File: config.mk
export PLATFORM = sky130hd
export DESIGN_NAME = data_break_requester_flat
export DESIGN_NICKNAME = d
export VERILOG_FILES = /design/src/rtl/data_break_requester_pkg.sv /design/src/rtl/data_break_requester_if.sv /design/src/rtl/data_break_requester.sv /design/src/flat_wrapper.sv
export SDC_FILE = /design/constraint.sdc
export NUM_CORES = 1
export LEC_CHECK = 0
export CAP_MARGIN = 20
export CORE_MARGIN = 2
export CORE_UTILIZATION = 39
export DETAILED_ROUTE_END_ITERATION = 12
export GPL_TIMING_DRIVEN = 0
export PLACE_DENSITY = 0.89
export SLEW_MARGIN = 5
export SYNTH_ARGS = -nofsm -noshare
export SYNTH_HDL_FRONTEND = slang
export SYNTH_SLANG_ARGS = --single-unit
export TNS_END_PERCENT = 5
File: constraint.sdc
create_clock -name clk -period 1.9 [get_ports clk]
set_input_delay 0.19 -clock clk [delete_from_list [all_inputs] [get_ports clk]]
set_output_delay 0.19 -clock clk [all_outputs]
set_load 0.02 [all_outputs]
File: src/rtl/data_break_requester_pkg.sv
// Shared types for the RK8E data-break requester: word type, FSM state codes, word helpers.
package data_break_requester_pkg;

    localparam int WORD_W = 12;

    typedef logic [0:WORD_W-1] word_t;

    // Requester state codes; kept apart from the CPU's DB0/DB1 break states.
    typedef enum logic [2:0] {
        DBR_IDLE,
        DBR_WAIT,
        DBR_REQ,
        DBR_BRK,
        DBR_POST,
        DBR_DONE
    } dbr_state_e;

    // Plain 12-bit increment; wraps 7777 -> 0000 and never carries into the field.
    function automatic word_t word_inc(input word_t w);
        return w + word_t'(1);
    endfunction

endpackage

File: src/rtl/data_break_requester_if.sv
// Data-break bus between a device-side requester (master) and the CPU state machine (slave).
interface data_break_requester_if #(
    parameter int FIELD_W = 3
);
    import data_break_requester_pkg::*;

    logic               data_break;
    logic               to_disk;
    word_t              db_addr;
    logic [FIELD_W-1:0] db_field;
    word_t              db_wr_data;
    logic               break_in_prog;
    word_t              mem_rd_data;

    modport master (
        output data_break, to_disk, db_addr, db_field, db_wr_data,
        input  break_in_prog, mem_rd_data
    );

    modport slave (
        input  data_break, to_disk, db_addr, db_field, db_wr_data,
        output break_in_prog, mem_rd_data
    );

endinterface

File: src/rtl/data_break_requester.sv
// RK8E data-break initiator: requests one CPU break per word and moves that word
// between the memory bus and the disk word stream until the word count reaches zero.
module data_break_requester
    import data_break_requester_pkg::*;
#(
    parameter int FIELD_W     = 3,
    parameter int REQ_TIMEOUT = 0
) (
    input  logic                       clk,
    input  logic                       reset,
    input  logic                       start,
    input  logic                       dir_to_disk,
    input  word_t                      start_addr,
    input  logic [FIELD_W-1:0]         start_field,
    input  word_t                      wc_init,
    input  logic                       abort,
    input  logic                       dev_rx_valid,
    input  word_t                      dev_rx_data,
    output logic                       dev_rx_ready,
    input  logic                       dev_tx_ready,
    output logic                       dev_tx_valid,
    output word_t                      dev_tx_data,
    data_break_requester_if.master     db,
    output word_t                      cur_addr,
    output word_t                      cur_wc,
    output logic                       busy,
    output logic                       done,
    output logic                       err
);

    localparam int CNT_W = (REQ_TIMEOUT > 2) ? $clog2(REQ_TIMEOUT) : 1;

    dbr_state_e         state, state_d;
    logic               dir_q, bip_q, abort_seen;
    logic               data_break_q, to_disk_q;
    logic [FIELD_W-1:0] field_q;
    word_t              addr_q, wc_q, wr_data_q, rd_data_q;
    logic [CNT_W-1:0]   tmo_cnt;
    logic               bip_rise, wc_last, tmo_hit, rx_take, post_go;

    assign bip_rise = db.break_in_prog & ~bip_q;
    assign wc_last  = (word_inc(wc_q) == '0);
    assign tmo_hit  = (REQ_TIMEOUT != 0) && !db.break_in_prog &&
                      (tmo_cnt == CNT_W'(REQ_TIMEOUT - 1));

    always_ff @(posedge clk or negedge reset) begin
        if (!reset) state <= DBR_IDLE;
        else        state <= state_d;
    end

    always_comb begin
        state_d = state;
        rx_take = 1'b0;
        post_go = 1'b0;
        case (state)
            DBR_IDLE: if (start && !abort) state_d = DBR_WAIT;
            DBR_WAIT: begin
                if (abort) begin
                    state_d = DBR_DONE;
                end else if (dir_q) begin
                    state_d = DBR_REQ;
                end else if (dev_rx_valid) begin
                    rx_take = 1'b1;
                    state_d = DBR_REQ;
                end
            end
            DBR_REQ: begin
                if (bip_rise)     state_d = DBR_BRK;
                else if (tmo_hit) state_d = DBR_DONE;
            end
            DBR_BRK: if (!db.break_in_prog) state_d = DBR_POST;
            // A memory->disk word leaves only once the disk side can take it.
            DBR_POST: begin
                if (!dir_q || dev_tx_ready) begin
                    post_go = 1'b1;
                    state_d = (wc_last || abort_seen || abort) ? DBR_DONE : DBR_WAIT;
                end
            end
            DBR_DONE: state_d = DBR_IDLE;
            default:  state_d = DBR_IDLE;
        endcase
    end

    always_ff @(posedge clk or negedge reset) begin
        if (!reset) begin
            dir_q        <= 1'b0;
            bip_q        <= 1'b0;
            abort_seen   <= 1'b0;
            data_break_q <= 1'b0;
            to_disk_q    <= 1'b0;
            field_q      <= '0;
            addr_q       <= '0;
            wc_q         <= '0;
            wr_data_q    <= '0;
            rd_data_q    <= '0;
            tmo_cnt      <= '0;
            busy         <= 1'b0;
            done         <= 1'b0;
            err          <= 1'b0;
        end else begin
            bip_q <= db.break_in_prog;
            if (state == DBR_IDLE && state_d == DBR_WAIT) begin
                dir_q      <= dir_to_disk;
                addr_q     <= start_addr;
                field_q    <= start_field;
                wc_q       <= wc_init;
                busy       <= 1'b1;
                err        <= 1'b0;
                abort_seen <= 1'b0;
            end
            // Abort during a committed break is remembered and honoured after POST.
            if (state != DBR_IDLE && abort) abort_seen <= 1'b1;
            if (rx_take) wr_data_q <= dev_rx_data;

            if (state != DBR_REQ && state_d == DBR_REQ) begin
                data_break_q <= 1'b1;
                to_disk_q    <= dir_q;
                tmo_cnt      <= '0;
            end else if (state == DBR_REQ) begin
                if (state_d != DBR_REQ) begin
                    data_break_q <= 1'b0;
                    to_disk_q    <= 1'b0;
                end else begin
                    tmo_cnt <= tmo_cnt + CNT_W'(1);
                end
            end

            // Memory data is valid in the final break_in_prog cycle, so the last capture wins.
            if ((state == DBR_REQ || state == DBR_BRK) && db.break_in_prog)
                rd_data_q <= db.mem_rd_data;

            if (post_go) begin
                addr_q <= word_inc(addr_q);
                wc_q   <= word_inc(wc_q);
            end

            if (state != DBR_DONE && state_d == DBR_DONE) begin
                busy <= 1'b0;
                done <= 1'b1;
                if (state == DBR_REQ) err <= 1'b1;
            end else begin
                done <= 1'b0;
            end
        end
    end

    assign dev_rx_ready  = rx_take;
    assign dev_tx_valid  = post_go & dir_q;
    assign dev_tx_data   = rd_data_q;
    assign db.data_break = data_break_q;
    assign db.to_disk    = to_disk_q;
    assign db.db_addr    = addr_q;
    assign db.db_field   = field_q;
    assign db.db_wr_data = wr_data_q;
    assign cur_addr      = addr_q;
    assign cur_wc        = wc_q;

endmodule

File: src/flat_wrapper.sv
// flat-port wrapper written by rule: the top's interface ports become plain ports
module data_break_requester_flat import data_break_requester_pkg::*;
#(
    parameter int FIELD_W     = 3,
    parameter int REQ_TIMEOUT = 0
)
  (clk, reset, start, dir_to_disk, start_addr, start_field, wc_init, abort, dev_rx_valid, dev_rx_data, dev_rx_ready, dev_tx_ready, dev_tx_valid, dev_tx_data, cur_addr, cur_wc, busy, done, err, db_data_break, db_to_disk, db_db_addr, db_db_field, db_db_wr_data, db_break_in_prog, db_mem_rd_data);
  data_break_requester_if #(.FIELD_W(FIELD_W)) db_i ();
  input  logic clk;
  input  logic reset;
  input  logic start;
  input  logic dir_to_disk;
  input  word_t start_addr;
  input  logic [FIELD_W-1:0] start_field;
  input  word_t wc_init;
  input  logic abort;
  input  logic dev_rx_valid;
  input  word_t dev_rx_data;
  output logic dev_rx_ready;
  input  logic dev_tx_ready;
  output logic dev_tx_valid;
  output word_t dev_tx_data;
  output word_t cur_addr;
  output word_t cur_wc;
  output logic busy;
  output logic done;
  output logic err;
  output wire logic [$bits(db_i.data_break)-1:0] db_data_break;
  output wire logic [$bits(db_i.to_disk)-1:0] db_to_disk;
  output wire logic [$bits(db_i.db_addr)-1:0] db_db_addr;
  output wire logic [$bits(db_i.db_field)-1:0] db_db_field;
  output wire logic [$bits(db_i.db_wr_data)-1:0] db_db_wr_data;
  input wire logic [$bits(db_i.break_in_prog)-1:0] db_break_in_prog;
  input wire logic [$bits(db_i.mem_rd_data)-1:0] db_mem_rd_data;
  assign db_data_break = db_i.data_break;
  assign db_to_disk = db_i.to_disk;
  assign db_db_addr = db_i.db_addr;
  assign db_db_field = db_i.db_field;
  assign db_db_wr_data = db_i.db_wr_data;
  assign db_i.break_in_prog = db_break_in_prog;
  assign db_i.mem_rd_data = db_mem_rd_data;
  data_break_requester #(.FIELD_W(FIELD_W), .REQ_TIMEOUT(REQ_TIMEOUT)) u_core (.clk(clk), .reset(reset), .start(start), .dir_to_disk(dir_to_disk), .start_addr(start_addr), .start_field(start_field), .wc_init(wc_init), .abort(abort), .dev_rx_valid(dev_rx_valid), .dev_rx_data(dev_rx_data), .dev_rx_ready(dev_rx_ready), .dev_tx_ready(dev_tx_ready), .dev_tx_valid(dev_tx_valid), .dev_tx_data(dev_tx_data), .db(db_i), .cur_addr(cur_addr), .cur_wc(cur_wc), .busy(busy), .done(done), .err(err));
endmodule
==> flow_summary.toml <==
[finish]
area.growth.synth_to_final_pct = 56.0
fin_nets = 536
n_fill_cell = 633
final_cell_count_no_fill = 579
insertedDiodeCount = 0
layout.cells.most_common_list = "clkdlybuf4s50_1 (125), nand2_1 (69), dfrtp_1 (59)"
fin_util = 0.627
final_common_cell = "clkdlybuf4s50_1"
final_layout_size_suffix_gt1_frac = 0.140

[detailed_routing]
ant_nets = 0
drc = 0
num_vias = 3064
first_iter_violations = 286
firstDrtPassIters = 5
post_drt_wl_per_cell_um = 15.5
routed_wl_um = 8980
avgViaCountPerCell = 5.29

[setup_path]
cp_top_family = "compound AO/OA/AOI/OAI gates"
rr_endpoint = "u_core.busy$_DFFE_PN0P_"
path_class = "flip-flop to flip-flop"
setup.worst_path.end_class = "flip-flop"
slowest_delay_ns = 0.52
reg2regPathDepth = 5
path_cells = "or4_1, mux2i_1, nand4b_1, o31a_1, o32a_1"
critPathRequiredTime_ns = 2.12
critPathSlowestCell = "or4_1"
worstReg2RegStart = "u_core.cur_wc[3]$_DFFE_PN0P_"
path_max_fanout = 4
startpoint_type = "flip-flop"
crit_arrival_ns = 2.26
r2r_setup_slack_ns = -0.14
cp_num_buf_inv = 0

[sta]
max_slew_margin = 0.471
finalHoldViolations = 0
tightest_slew_ns = 0.793
rsz0062_at_grt = "true"
min_period_over_period = 1.08
setup_slack_ns = -0.143
max_freq_mhz = 489
post-route-min-period_ns = 2.04
timing.hold.ws_ns = 0.386
finalMaxSlewViolations = 0
setup-violations-final = 2
fin_worst_skew_ns = 0.00912

[hold_path]
min_path_cells = 3
hp-class = "primary input to flip-flop"
holdPathEnd = "u_core.db.db_wr_data[7]$_DFFE_PN0P_"
min-delay-start = "dev_rx_data[7]"

[synthesis]
yosys_warnings = 0
syn_area_mm2 = 0.00311
ys_seq_area_frac = 0.499
synth_cell_types = 52
async_flop_share = 1.00
syn_area_per_cell_um2 = 9.47
syn-instance-count = 328
synth_ff_type = "dfrtp_1"
synth_edf_count = 0
synth_seq_cells = 62
synth_nets = 390

[power_and_ir_drop]
p_total_mw = 8.25
leakage_nw = 2.06
ir_drop_v = 0.000874
p_per_area_mw_per_mm2 = 1700

[floorplan]
die_h_um = 93.3
ioPinCount = 129
fp.dieArea_mm2 = 0.00870
core_mm2 = 0.00773
start_util = 0.402
die_w_um = 93.3
rows = 32

[clock_tree]
ctsRootBufferMaster = "clkbuf_8"
clock_latency_ns = 0.33
clk_path_buf_depth = 2
numCtsBuffers = 9
clk_pin_slew_worst_paths_ns = 0.07
htreeDepth = 3
cts.sinks = 62
cts_tree = "built"

[grt]
grt_pass1_wl_um = 14200
track_usage = 0.208
grt_max_degree = 63
antenna_found_initial = 0
grt_pass1_vias = 2978
grt_overflow_total = 0

[place]
place.gp.congestion = 0.865
post-place-ws_ns = -0.716
placed_cells = 558
post-dp-hpwl_um = 6390
numPortBuffers = 128

[outcome]
status = "complete, but fails checks"
violations = "negative setup slack"

[flow_run]
max_cap_viol_count = 0
-- routing by layer --
metal / GRT usage / part of all wire
met1: 0.256 / 0.40
met2: 0.348 / 0.49
met3: 0.0677 / 0.10
met4: 0.0613 / 0.014
met5: 0 / 0
-- stage by stage --
step | setup TNS, ns | instance area (µm²)
4_1_cts | -0.380 | 4790
6_report | -0.269 | 4850
5_1_grt | -0.650 | 4850
3_3_place_gp | -97.36 | 4550
3_5_place_dp | -13.19 | 4550
2_1_floorplan | -0.0542 | 3140
-- timing repair --
item	4_1_cts	5_1_grt
endpoints found under the hold margin	62	0
hold buffers	1	0
pin swaps	2	3
resized for setup	20	12
buffers inserted	2	5
setup endpoints to repair	27	13
cloned	0	0
-- cell type report --
type / instances / area [µm²] / share of cell area
repair buffers: 136 / 1340 / 0.277
multi-input cells: 234 / 1420 / 0.293
flip-flops and latches: 62 / 1560 / 0.321
well taps: 102 / 128 / 0.0263
clock inverters: 1 / 30.0 / 0.00620
inverters: 5 / 21.3 / 0.00439
plain buffers: 26 / 193 / 0.0398
clock buffers: 13 / 159 / 0.0328
-- report_power, final --
| group | switching [mW] | total [mW] | internal (mW) |
|---|---|---|---|
| Combinational | 2.33 | 4.62 | 2.29 |
| Sequential | 0.565 | 2.49 | 1.92 |
| Clock | 0.478 | 1.14 | 0.665 |
| Total | 3.38 | 8.25 | 4.87 |
-- cell families (layout without fill, tap and decap cells) --
kind of cell / count (synthesis) / count (layout) / synth area share
XOR/XNOR: 1 / 1 / 0.00282
buffers and inverters: 32 / 181 / 0.0620
AND/OR/NAND/NOR: 152 / 152 / 0.229
flip-flops: 62 / 62 / 0.499
adder cells (fa/ha/maj): 3 / 3 / 0.0121
multiplexers: 14 / 14 / 0.0503
AO/OA/AOI/OAI: 64 / 64 / 0.145
-- Yosys cell counts, drive strengths merged, types with 2 or more instances --
cell | instances | area, µm²
o21ai | 10 | 50.1
and2 | 3 | 18.8
ha | 3 | 37.5
clkbuf | 9 | 43.8
and2b | 2 | 17.5
a21oi | 20 | 100
and3 | 3 | 18.8
mux2 | 13 | 146
dfrtp | 62 | 1550
nor2b | 3 | 18.8
buf | 18 | 130
a211oi | 5 | 37.5
nand2b | 3 | 18.8
o22ai | 3 | 18.8
a311oi | 4 | 35.0
nand3b | 2 | 15.0
nand2 | 70 | 263
a221o | 2 | 20.0
nor2 | 32 | 128
o221a | 6 | 67.6
nand4 | 5 | 31.3
nand3 | 14 | 75.1
a31oi | 3 | 18.8
or3 | 3 | 18.8
nor3 | 3 | 15.0
inv | 5 | 18.8
o32ai | 4 | 35.0
o21a | 5 | 47.5
and4 | 2 | 17.5
-- registers in the layout (all words and copies together) (netlist names) --
name,count
u_core.dir_q,1
u_core.db.db_field,3
u_core.bip_q,1
u_core.dev_tx_data,12
u_core.err,1
u_core.done,1
u_core.cur_addr,12
u_core.abort_seen,1
u_core.state,3
u_core.db.to_disk,1
u_core.db.db_wr_data,12
u_core.busy,1
u_core.db.data_break,1
u_core.cur_wc,12
-- how the worst max path moves through the flow --
stage	start	to	slack, ns	cells past startpoint
after floorplan	u_core.cur_wc[3]$_DFFE_PN0P_	u_core.busy$_DFFE_PN0P_	-0.05	5
after global placement	reset	u_core.cur_wc[4]$_DFFE_PN0P_	-1.61	1
after detailed placement	dev_tx_ready	dev_tx_valid	-0.72	6
after CTS	u_core.cur_wc[3]$_DFFE_PN0P_	u_core.busy$_DFFE_PN0P_	-0.15	5
after global routing	u_core.cur_wc[3]$_DFFE_PN0P_	u_core.busy$_DFFE_PN0P_	-0.21	5
final	u_core.cur_wc[3]$_DFFE_PN0P_	u_core.busy$_DFFE_PN0P_	-0.14	5
-- worst min-delay path, delay by kind of cell --
| family | cells | cell delay, ns |
|---|---|---|
| buffers and inverters | 1 | 0.40 |
| AND/OR/NAND/NOR | 2 | 0.09 |
Note: power is estimated with default switching activity, not from simulation.
